**config.mk**
```make
export PLATFORM = sky130hd
export DESIGN_NAME = gameport_timer
export DESIGN_NICKNAME = d
export VERILOG_FILES = /design/src/rtl/apple2_pkg.sv /design/src/rtl/pdl_channel.sv /design/src/rtl/gameport_timer.sv
export SDC_FILE = /design/constraint.sdc
export NUM_CORES = 1
export LEC_CHECK = 0
export BUFFER_PORTS_ARGS = -buffer_cell sky130_fd_sc_hd__buf_2
export CELL_PAD_IN_SITES_DETAIL_PLACEMENT = 1
export CELL_PAD_IN_SITES_GLOBAL_PLACEMENT = 2
export CORE_MARGIN = 2
export CORE_UTILIZATION = 35
export DETAILED_ROUTE_END_ITERATION = 8
export HOLD_SLACK_MARGIN = 0.05
export PLACE_DENSITY = 0.77
export SYNTH_ARGS = -nofsm -noshare
export SYNTH_HDL_FRONTEND = slang
export SYNTH_SLANG_ARGS = --single-unit
export TNS_END_PERCENT = 5
```
**constraint.sdc**
```tcl
create_clock -name CLK_14M -period 8.48 [get_ports CLK_14M]
set_input_delay 0.424 -clock CLK_14M [delete_from_list [all_inputs] [get_ports CLK_14M]]
set_output_delay 0.424 -clock CLK_14M [all_outputs]
set_load 0.005 [all_outputs]
```
**src/rtl/apple2_pkg.sv**
```systemverilog
// Shared Apple II definitions for the paddle (game port) timers:
// one-shot timing constants, channel state encoding and the
// axis-to-count conversion used by every paddle channel.
package apple2_pkg;

  // One-shot length in CLK_2M ticks for a centred axis, per axis step,
  // the raw value at which the count saturates, and the saturated count.
  localparam int PDL_CENTER = 2800;
  localparam int PDL_SCALE  = 22;
  localparam int PDL_CLAMP  = 5590;
  localparam int PDL_MAX    = 5650;

  // Counter width: PDL_MAX fits in 13 bits.
  localparam int PDL_CNT_W  = 13;

  typedef enum logic {
    PDL_IDLE = 1'b0,
    PDL_RUN  = 1'b1
  } pdl_state_t;

  // Convert a signed 8-bit axis into a clamped one-shot length.
  function automatic logic [PDL_CNT_W-1:0] pdl_load_value(input logic [7:0] axis);
    logic signed [15:0] axis_s;
    logic signed [15:0] raw;
    logic [PDL_CNT_W-1:0] result;
    axis_s = {{8{axis[7]}}, axis};
    raw    = 16'(PDL_CENTER) + 16'(PDL_SCALE) * axis_s;
    if (raw < 16'sd0) begin
      result = '0;
    end else if (raw >= 16'(PDL_CLAMP)) begin
      result = PDL_CNT_W'(PDL_MAX);
    end else begin
      result = raw[PDL_CNT_W-1:0];
    end
    return result;
  endfunction

endpackage

```
**src/rtl/pdl_channel.sv**
```systemverilog
// One paddle one-shot: loads a count from its axis on a load tick,
// counts down one per tick and drives its registered pdl output high
// while the count before each tick's update is non-zero.
module pdl_channel
  import apple2_pkg::*;
(
  input  logic       CLK_14M,
  input  logic       reset,
  input  logic       tick,
  input  logic       load,
  input  logic [7:0] axis,
  output logic       pdl,
  output logic       run
);

  pdl_state_t           state;
  logic [PDL_CNT_W-1:0] count;
  logic [PDL_CNT_W-1:0] load_value;

  // Axis is only consumed on a load tick, so later changes do not matter.
  always_comb begin
    load_value = pdl_load_value(axis);
  end

  // Channel FSM, down-counter and registered one-shot output.
  always_ff @(posedge CLK_14M) begin
    if (reset) begin
      state <= PDL_IDLE;
      count <= '0;
      pdl   <= 1'b0;
    end else if (tick) begin
      // Output reflects the count before this tick's update, so a
      // retrigger during RUN leaves no low gap.
      pdl <= (count != '0);
      if (load) begin
        count <= load_value;
        state <= (load_value != '0) ? PDL_RUN : PDL_IDLE;
      end else begin
        case (state)
          PDL_RUN: begin
            if (count != '0) begin
              count <= count - 1'b1;
            end else begin
              state <= PDL_IDLE;
            end
          end
          default: state <= PDL_IDLE;
        endcase
      end
    end
  end

  assign run = (state == PDL_RUN);

endmodule

```
**src/rtl/gameport_timer.sv**
```systemverilog
// Apple II game port paddle timers. Detects CLK_2M rising edges (ticks)
// in the CLK_14M domain, latches C07x strobes until the next tick and
// fans the resulting load tick out to one pdl_channel per paddle.
// Channels 2-3 are only built when GAMEPORT_PDL23_EN is defined.
module gameport_timer
  import apple2_pkg::*;
(
  input  logic        CLK_14M,
  input  logic        reset,
  input  logic        CLK_2M,
  input  logic        PDL_STROBE,
  input  logic [31:0] joy_an,
  output logic [3:0]  pdl,
  output logic        busy
);

`ifdef GAMEPORT_PDL23_EN
  localparam int NUM_CH = 4;
`else
  localparam int NUM_CH = 2;

  // Upper axes have no consumer in the two-channel build.
  logic unused_axes;
  assign unused_axes = ^joy_an[31:16];
  assign pdl[3:2]    = '0;
`endif

  logic              clk2m_q;
  logic              pending;
  logic              tick;
  logic              load_tick;
  logic [NUM_CH-1:0] run;

  // CLK_2M is sampled as data; remember the previous sample for edge detect.
  always_ff @(posedge CLK_14M) begin
    if (reset) begin
      clk2m_q <= 1'b0;
    end else begin
      clk2m_q <= CLK_2M;
    end
  end

  assign tick      = CLK_2M & ~clk2m_q;
  assign load_tick = tick & pending;

  // Strobe latch: consumed on a tick, re-armed by a strobe in that same cycle.
  always_ff @(posedge CLK_14M) begin
    if (reset) begin
      pending <= 1'b0;
    end else if (tick) begin
      pending <= PDL_STROBE;
    end else if (PDL_STROBE) begin
      pending <= 1'b1;
    end
  end

  for (genvar n = 0; n < NUM_CH; n++) begin : g_ch
    pdl_channel u_ch (
      .CLK_14M (CLK_14M),
      .reset   (reset),
      .tick    (tick),
      .load    (load_tick),
      .axis    (joy_an[8*n +: 8]),
      .pdl     (pdl[n]),
      .run     (run[n])
    );
  end

  assign busy = |run;

endmodule

```
---- After elaboration in Yosys (flattened, before gate mapping) ----
Cells that the tools add are included.
storage, ports and cells
  register bits after elaboration ......... 32
  bits of input ports ..................... 36
  logic and storage cells ................. 53
cells by class
  add/sub/neg operators ................... 4
  multipliers ............................. 2
  magnitude comparators ................... 4
  mux-type cells .......................... 20
  bitwise gates (word level) .............. 3
  reduce and logical (&&, ||, !) cells .... 12
operator list
  cell                      count
  $mux W13                  10
  $reduce_bool A13 Y1       4
  $add A13 B16 Y16 const A  2
  $ge A16 B14 Y1 const B    2
  $lt A16 B1 Y1 const B     2
  $mul A5 B8 Y13 const A    2
  $sub A13 B1 Y13 const B   2
  $mux W1                   10
  $reduce_bool A2 Y1        5
  $reduce_and A3 Y1         2
  $and A1 B1 Y1             2
  $reduce_or A2 Y1          1
  $not A1 Y1                1

---- Longest topological paths before layout ----
Gate-level depths: netlist of run 1.
  depth after elaboration ................. 8
  depth in mapped cells ................... 16

---- Cells and area by module ----
A second synthesis of run 1 with hierarchy kept.
unflattened totals
  cell total of the unflattened synthesis .. 644
  area total of the unflattened synthesis .. 4,948.5 um^2
by module, submodules not included
  module                       times used  cells an instance  area an instance (um^2)  sequential area each (um^2)
  pdl_channel at g_ch[0].u_ch  1           309                2,437.3                  300.3
  pdl_channel at g_ch[1].u_ch  1           323                2,403.6                  300.3
  gameport_timer               1           12                 107.6                    40.0

---- Worst setup path before layout of run 1 ----
OpenSTA, ideal clock, no wires.
  path type ............................... input to register
  from .................................... input port joy_an[9]
  to ...................................... register g_ch[1].u_ch.count[4]
  arrival time ............................ 3.806 ns
  required time ........................... 8.358 ns
  setup slack ............................. 4.553 ns
  stages on the path ...................... 15
  path buffers ............................ 0
  cells stage by stage .................... ha_1 inv_1 fa_1 inv_1 ha_1 nor2b_1 o21a_1 or3_4 a211o_1 or3_1 o21a_1 o22ai_2 a211oi_2 nand4b_4 o311a_1
on the way
  cells in the longest elaborated chain, start to end .. 6
  elaborated cells between the ends (all ways) .. 7
  classes of those cells .................. 1 x add/sub; 1 x mul; 2 x order compare; 3 x mux
ends and longest elaborated chain
  element                 RTL line              source
  start: declaration      gameport_timer.sv:12  input logic [31:0] joy_an,
  $mul A5 B8 Y13 *        apple2_pkg.sv:27      raw = 16'(PDL_CENTER) + 16'(PDL_SCALE) * axis_s;
  $add A13 B16 Y16 *      apple2_pkg.sv:27
  $ge A16 B14 Y1          apple2_pkg.sv:30      end else if (raw >= 16'(PDL_CLAMP)) begin
  $mux W13                apple2_pkg.sv:30
  $mux W13 *              apple2_pkg.sv:28      if (raw < 16'sd0) begin
  $mux W13 *              pdl_channel.sv:35     if (load) begin
  end signal: assignment  pdl_channel.sv:36     count <= load_value;
  end signal: assignment  pdl_channel.sv:42     count <= count - 1'b1;
  end: declaration        pdl_channel.sv:17     logic [PDL_CNT_W-1:0] count;
Mark *: on every way between the ends. The rest lies on a longest branch, timed or not.
A chain may end at the register's enable or synchronous reset.

---- Worst setup path after layout of run 1 ----
  from .................................... input port joy_an[9]
  to ...................................... register g_ch[1].u_ch.count[1]
Same word-level chain as after synthesis.

==> results_dict.tcl, run 1 <==
set metrics [dict create \
    ys_types 71 \
    yosys_warnings 0 \
    wl_per_cell_um 15.17 \
    viasPerCell 5.399 \
    clk_pin_slew_ps 50 \
    antenna_found_initial 0 \
    utilization 0.3929 \
    finalSetupTns_ps 0 \
    drtIter0Drc 168 \
    synth.area.top_cells "dfxtp_1 (16%), ha_1 (14%), xnor2_1 (6.6%)" \
    antenna_cells 0 \
    crit_type "input port to flip-flop" \
    crit_chain "buf_2 -> ha_1 -> inv_1 -> fa_1 -> inv_1 -> ha_1 -> nor2b_1 -> o21a_1 -> or3_4 -> a211oi_1 -> o21ai_1 -> a21oi_1 -> a211oi_2 -> nand4b_4 -> o311a_1" \
    worstSetupEndpointType "flip-flop" \
    die_area_um2 12580 \
    critPathSlowestCell "a211oi_1" \
    io_buffers 22 \
    start_util 0.3586 \
    cts_tree "done" \
    arrival_ps 4340 \
    max-cap-violations 0 \
    vdd_drop_max_mv 0.1690 \
    insertion_delay_ps 280 \
    pwr_density_cell_nw_per_um2 238.5 \
    drive_above_1_share 0.09324 \
    cts.sinks 32 \
    hpwlAfterDp_um 8663 \
    cpPeakStageDelay_ps 570 \
    area_growth_pct 9.563 \
    ys_seq_elements 32 \
    ant_nets 0 \
    die_x_um 112.2 \
    crit_required_ps 8630 \
    grt_setup_unrepaired "false" \
    num-nets-final 639 \
    synth_top_cell_by_area "dfxtp_1" \
    fmax_mhz 239.0 \
    fillers 1425 \
    synth-edff-count 0 \
    hp-class "input port to flip-flop" \
    grt_max_degree 22 \
    synthCells 527 \
    hold_violations 0 \
    power_leakage_nw 1.943 \
    cts.htree.levels 2 \
    async_reset_ff_frac 0 \
    synth.most_common_cell "inv_1" \
    grt_pass1_wl_um 18440 \
    first_global_vias 3856 \
    ys_seq_area_frac 0.1564 \
    postCtsHoldBufs 0 \
    synth_area_um2 4095 \
    postCtsSetupRepairBufs 0 \
    stdcell_count 690 \
    slew-limit-headroom 0.4225 \
    period_share 0.4935 \
    setup_viol 0 \
    cts_resized 0 \
    fin_crit_ps 4185 \
    grt_remaining_overflow 0 \
    ios 41 \
    status "completed" \
    finalWirelength_um 10470 \
    cts-root-buf "clkbuf_16" \
    num_rows 39 \
    gp_congestion 0.7588 \
    skew_ps 7.240 \
    total_power_mw 1.070 \
    start_kind "input port" \
    synth_commonest_cells "inv_1 (55), nor2_1 (49), ha_1 (47), o21ai_0 (33)" \
    synth.avg_cell_area_um2 7.771 \
    report.final.slew_viol_count 0 \
    placedCellCount 682 \
    synth-main-ff-cell "dfxtp_1" \
    cts_buffer_depth 2 \
    design.core.area_um2 11420 \
    path_max_fanout 10 \
    hold_slack_ps 376.4 \
    route.detailed.drc 0 \
    tightest_slew_ps 859.7 \
    num_vias 3725 \
    numCtsBuffers 5 \
    synth_top_area_share 0.1564 \
    drt_pass1_iterations 4 \
    die_y_um 112.2 \
    gr-usage-all-layers 0.1717 \
]
[metrics by stage]
stage                     instance area, µm²  setup slack [ps]
final                                   4487              4295
after global routing                    4487              3982
after CTS                               4487              4275
after detailed placement                4319              3989
after global placement                  4319              4046
after floorplan                         4099              4553
[cell type report]
class	instances	area, µm²	area share
inverters	55	206.4	0.04601
flip-flops and latches	32	640.6	0.1428
well taps	143	178.9	0.03988
multi-input cells	429	3176	0.7078
repair buffers	23	117.6	0.02621
clock buffers	5	125.1	0.02789
clock inverters	3	42.54	0.009481
[cells in the final DEF (no fill, tap or decap), types with 3 or more instances in the layout]
master,instances
inv_1,55
nor2_1,49
ha_1,47
o21ai_0,33
nand2_1,32
dfxtp_1,32
xnor2_1,31
a21oi_1,31
xor2_1,22
buf_2,22
nor3_1,15
nand3_1,14
fa_1,10
a31oi_1,8
nor4_1,8
a211oi_1,7
o32ai_1,7
o21a_1,6
nand2b_1,6
nor2b_1,5
or3_1,5
a211o_1,5
clkbuf_16,5
or2_2,4
and2_1,4
mux2i_1,4
o211ai_1,4
o22ai_1,4
and3_1,4
a21o_1,3
or4_1,3
and2_0,3
o21ai_1,3
a211oi_2,3
o311a_1,3
a22oi_1,3
[registers in the layout (all words and copies together) (netlist names)]
register / cells
g_ch.u_ch.run: 2
pending: 1
g_ch.u_ch.pdl: 2
g_ch.u_ch.count: 26
clk2m_q: 1
[worst max-delay path, delay by kind of cell]
kind | cells | cell delay [ps]
AOI/OAI and AO/OA | 6 | 1800
adders and majority gates | 3 | 1100
and+or+nand+nor | 3 | 780
buffers and inverters | 3 | 220
[where the power goes]
| group | internal (mW) | switching (mW) |
|---|---|---|
| registers | 0.167 | 0.0152 |
| clock network | 0.138 | 0.0664 |
| logic | 0.267 | 0.416 |
| total | 0.572 | 0.498 |
[logic make-up (layout without fill, tap and decap cells)]
| logic type | after synthesis | count (layout) | synth area share |
|---|---|---|---|
| flops | 32 | 32 | 0.1564 |
| buf+inv | 67 | 86 | 0.06905 |
| other cells | 1 | 2 | 0.0009157 |
| mux | 6 | 6 | 0.01528 |
| xor+xnor | 55 | 55 | 0.1228 |
| simple gates | 166 | 166 | 0.2084 |
| compound gates | 143 | 143 | 0.2346 |
| fa+ha+maj | 57 | 57 | 0.1925 |
[worst paths after layout]
kind,startpoint,to,slack [ps],cells after the start
max,joy_an[9],g_ch[1].u_ch.count[1],4300,15
min,PDL_STROBE,pending,380,3
max reg2reg,g_ch[1].u_ch.count[6],g_ch[1].u_ch.count[3],5870,10
min reg2reg,g_ch[1].u_ch.count[12],g_ch[1].u_ch.count[12],460,2
[layer usage]
layer  global-route usage  wire [µm]  vias to the layer above
met5                    0          0                        -
met4              0.03008         51                        0
met3              0.01458        135                        4
met2               0.2859       4914                       28
met1               0.2463       5368                     1777
li1                     -          -                     1916
Power figures use the tool's default switching activity.
==> inputs of run 2 (changes only) <==
- clock period: 8.48 -> 4.3 ns (I/O delays scaled with it)
==> run 2 against run 1 <==
Net effect:
- sequential power up 98%
- via count down 0.56%
- routed wire length down 0.19%
- critical path depth up 1
- register-to-register slack worse by 4100 ps
- die area unchanged
- critical path type unchanged
- total power up 94%
==> results_dict.tcl, run 2 (synthesis results as in run 1) <==
set metrics [dict create \
    slew-limit-headroom 0.4174 \
    viasPerCell 5.329 \
    max-cap-violations 0 \
    r2r_slack_ps 1760 \
    hold_violations 0 \
    vdd_drop_max_mv 0.2748 \
    hp-class "input port to flip-flop" \
    gp_congestion 0.7771 \
    ios 41 \
    pwr_density_cell_nw_per_um2 460.2 \
    antenna_found_initial 0 \
    cts_buffer_depth 2 \
    postCtsSetupRepairBufs 0 \
    worstSetupEndpointType "flip-flop" \
    insertion_delay_ps 270 \
    mostFrequentLayoutCells "inv_1 (55), nor2_1 (49), ha_1 (47)" \
    die_y_um 112.2 \
    ant_nets 0 \
    area_growth_pct 9.960 \
    seqPwrFrac 0.174 \
    internal_power_mw 1.110 \
    cts.htree.levels 2 \
    postCtsHoldBufs 0 \
    num_rows 39 \
    crit_type "input port to flip-flop" \
    r2r-end "g_ch[0].u_ch.run" \
    die_area_um2 12580 \
    numCtsBuffers 5 \
    grt_setup_unrepaired "false" \
    cts_resized 0 \
    p_comb_frac 0.656 \
    finalWirelength_um 10450 \
    die_x_um 112.2 \
    cts.sinks 32 \
    cts-root-buf "clkbuf_16" \
    hpwlAfterDp_um 8627 \
    start_util 0.3586 \
    route.detailed.drc 0 \
    gr-usage-all-layers 0.1684 \
    holdPathEnd "pending" \
    registers.top_by_ff_count "g_ch.u_ch.count" \
    utilization 0.3944 \
    skew_ps 5.000 \
    switching_share 0.4642 \
    switching_power_mw 0.9619 \
    largest_reg_flops 26 \
    min_delay_path_depth 3 \
    arrival_ps 4020 \
    worst-r2r-cell-count 11 \
    grt_pass1_wl_um 18070 \
    p_clk_frac 0.170 \
    clk_pin_slew_ps 50 \
    path_max_fanout 10 \
    setup_viol 0 \
    fmax_mhz 258.8 \
    start_kind "input port" \
    grt_max_degree 22 \
    layout_commonest_cell "inv_1" \
    num-nets-final 644 \
    stdcell_count 695 \
    placedCellCount 687 \
    crit_required_ps 4460 \
    fin_crit_ps 3864 \
    power_leakage_nw 1.960 \
    antenna_cells 0 \
    cts_tree "done" \
    first_global_vias 3785 \
    num_vias 3704 \
    drive_above_1_share 0.09783 \
    wl_per_cell_um 15.04 \
    report.final.slew_viol_count 0 \
    r2r-start "g_ch[0].u_ch.count[0]" \
    min_from "PDL_STROBE" \
    design.core.area_um2 11420 \
    drt_pass1_iterations 4 \
    grt_remaining_overflow 0 \
    period_share 0.8986 \
    io_buffers 22 \
    status "completed" \
    tightest_slew_ps 867.3 \
    finalSetupTns_ps 0 \
    drtIter0Drc 169 \
]
==> run 2: worst max-delay path, stage by stage <==
cell	delay (ps)
buf_2	130
ha_1	270
inv_1	50
fa_1	490
inv_1	40
ha_1	340
nor2b_1	150
o21a_1	210
or3_4	340
a211o_1	360
or3_1	350
o21a_1	130
o22ai_2	150
a211oi_2	110
nand4b_4	280
o311a_1	390
==> run 2: stage by stage <==
| stage | total power [mW] | instance area [µm²] | worst slack (ps) | hold slack (ps) |
|---|---|---|---|---|
| after floorplan | 1.422 | 4099 | 581.8 | 332.4 |
| after global placement | 1.695 | 4357 | 210.4 | 428.5 |
| after detailed placement | 1.730 | 4357 | 163.9 | 444.0 |
| after CTS | 2.094 | 4503 | 434.6 | 158.9 |
| after global routing | 2.271 | 4503 | 114.9 | 209.0 |
| final | 2.072 | 4503 | 436.1 | 163.4 |
==> run 2: power by group through the flow <==
stage	logic, mW	clock network, mW	registers, mW
after floorplan	1.07	0	0.357
final	1.36	0.352	0.361
after global routing	1.54	0.370	0.366
after detailed placement	1.36	0	0.367
after global placement	1.33	0	0.364
after CTS	1.37	0.360	0.360
==> run 2: worst max-delay path by stage <==
stage,depth (start not counted),startpoint,slack (ps),end
floorplan,15,joy_an[9],580,g_ch[1].u_ch.count[4]
global placement,16,joy_an[9],210,g_ch[1].u_ch.count[1]
detailed placement,16,joy_an[9],160,g_ch[1].u_ch.count[1]
CTS,16,joy_an[9],430,g_ch[1].u_ch.count[1]
global route,15,joy_an[9],110,g_ch[1].u_ch.run
finish,16,joy_an[9],440,g_ch[1].u_ch.count[9]
==> run 2: layer usage <==
| metal | GRT usage | routed length [µm] | share of wire | vias up |
|---|---|---|---|---|
| li1 | - | - | - | 1927 |
| met1 | 0.2433 | 5408 | 0.52 | 1749 |
| met2 | 0.2791 | 4830 | 0.46 | 22 |
| met3 | 0.01242 | 128 | 0.012 | 6 |
| met4 | 0.03089 | 82 | 0.0078 | 0 |
| met5 | 0 | 0 | 0 | - |
==> run 2: layout make-up <==
class	instances	area, µm²
Clock buffer	8	146.4
Fill cell	1454	6915
Inverter	55	206.4
Multi-Input combinational cell	429	3176
Sequential cell	32	640.6
Tap cell	143	178.9
Timing Repair Buffer	28	155.1
==> inputs of run 3 (changes only) <==
- BUFFER_PORTS_ARGS: -buffer_cell sky130_fd_sc_hd__buf_2 -> default
- DONT_BUFFER_PORTS: default -> 1
- PLACE_DENSITY: 0.77 -> 0.72
==> run 3 against run 2 <==
Net effect:
- sequential share of layout area rose by 0.25 points
- die area unchanged
- critical path type unchanged
- final cell count shrank 3.3%
- register-to-register slack hardly changed
- non-clock buffer count shrank 23
- sequential cell count stayed put
- fmax is 3.4% higher
- worst setup slack better by 130 ps
- core utilization down 0.69 points
- routed wire length shrank 0.40%
==> results_dict.tcl, run 3 (synthesis results as in run 1) <==
set metrics [dict create \
    grt_remaining_overflow 0 \
    postCtsSetupRepairBufs 0 \
    cts_resized 0 \
    start_kind "input port" \
    worstSetupEndpointType "flip-flop" \
    design.core.area_um2 11420 \
    drive_above_1_share 0.06049 \
    slew-limit-headroom 0.4603 \
    cts_buffer_depth 2 \
    fmax_mhz 267.7 \
    holdPathEnd "clk2m_q" \
    report.final.slew_viol_count 0 \
    start_util 0.3586 \
    die_area_um2 12580 \
    skew_ps 6.187 \
    worst-r2r-cell-count 10 \
    r2r-end "g_ch[1].u_ch.count[3]" \
    clk_pin_slew_ps 50 \
    finalWirelength_um 10410 \
    ant_nets 0 \
    hp-class "input port to flip-flop" \
    first_global_vias 3749 \
    postCtsHoldBufs 1 \
    drt_pass1_iterations 4 \
    grt_pass1_wl_um 17890 \
    antenna_cells 0 \
    status "completed" \
    cts_tree "done" \
    arrival_ps 3890 \
    gp_congestion 0.7610 \
    fillers 1428 \
    fin_crit_ps 3736 \
    path_max_fanout 10 \
    num-nets-final 621 \
    min_delay_path_depth 1 \
    period_share 0.8688 \
    max-cap-violations 0 \
    registers.top_by_ff_count "g_ch.u_ch.count" \
    finalSetupTns_ps 0 \
    pwr_density_cell_nw_per_um2 480.0 \
    layout_commonest_cell "inv_1" \
    cts.htree.levels 2 \
    io_buffers 0 \
    die_x_um 112.2 \
    hold_violations 0 \
    drtIter0Drc 157 \
    power_leakage_nw 1.883 \
    vdd_drop_max_mv 0.2871 \
    ios 41 \
    numCtsBuffers 5 \
    route.detailed.drc 0 \
    gr-usage-all-layers 0.1689 \
    insertion_delay_ps 280 \
    crit_required_ps 4450 \
    grt_max_degree 18 \
    mostFrequentLayoutCells "inv_1 (55), nor2_1 (49), ha_1 (47)" \
    wl_per_cell_um 15.49 \
    largest_reg_flops 26 \
    cts.sinks 32 \
    grt_setup_unrepaired "false" \
    die_y_um 112.2 \
    num_vias 3664 \
    r2r_slack_ps 1750 \
    setup_viol 0 \
    area_growth_pct 8.035 \
    r2r-start "g_ch[1].u_ch.count[6]" \
    min_from "CLK_2M" \
    antenna_found_initial 0 \
    viasPerCell 5.452 \
    total_power_mw 2.124 \
    hpwlAfterDp_um 8579 \
    tightest_slew_ps 803.3 \
    crit_type "input port to flip-flop" \
    cts-root-buf "clkbuf_16" \
    num_rows 39 \
]
[run 3: worst max-delay path by stage]
stage | startpoint | to | slack, ps | cells after the start
after detailed placement | joy_an[9] | g_ch[1].u_ch.count[1] | 260 | 15
after CTS | joy_an[9] | g_ch[1].u_ch.count[1] | 550 | 15
final | joy_an[9] | g_ch[1].u_ch.count[1] | 560 | 15
after global routing | joy_an[1] | g_ch[0].u_ch.count[5] | 300 | 15
after floorplan | joy_an[9] | g_ch[1].u_ch.count[4] | 580 | 15
after global placement | joy_an[9] | g_ch[1].u_ch.count[1] | 330 | 15
[run 3: per-layer routing]
metal | vias to the layer above | global-route usage | wire length, µm
li1 | 1871 | - | -
met1 | 1759 | 0.2352 | 5394
met2 | 25 | 0.2819 | 4707
met3 | 9 | 0.01566 | 199
met4 | 0 | 0.04309 | 107
met5 | - | 0 | 0
[run 3: where the power goes]
group          leakage, nW  internal (mW)  switching (mW)
Clock               0.0901          0.305           0.126
Sequential           0.261          0.330          0.0318
Combinational         1.53          0.530           0.802
[run 3: final cells by class]
cell class	instances	area, µm²	share of cell area
Timing Repair Buffer	5	40.04	0.009050
Tap cell	143	178.9	0.04044
Clock buffer	7	152.6	0.03450
Sequential cell	32	640.6	0.1448
Inverter	55	206.4	0.04666
Multi-Input combinational cell	429	3176	0.7178
Clock inverter	1	30.03	0.006787
[run 3: worst max-delay path, stage by stage]
cell	delay, ps
ha_1	250
inv_1	50
fa_1	500
inv_1	40
ha_1	340
nor2b_1	160
o21a_1	200
or3_4	340
a211o_1	350
or3_1	350
o21a_1	120
o22ai_2	160
a211oi_2	110
nand4b_4	290
o311a_1	390
[run 3: stage by stage]
stage               area, µm²    util  worst slack [ps]  instances  hold WS (ps)
finish                   4424  0.3875             564.0        672         73.42
global route             4424  0.3875             299.4        672         90.72
CTS                      4424  0.3875             548.0        672         67.13
detailed placement       4232  0.3706             259.1        663         289.1
global placement         4232  0.3706             333.2        663         287.6
floorplan                4099       -             581.8        528         332.4
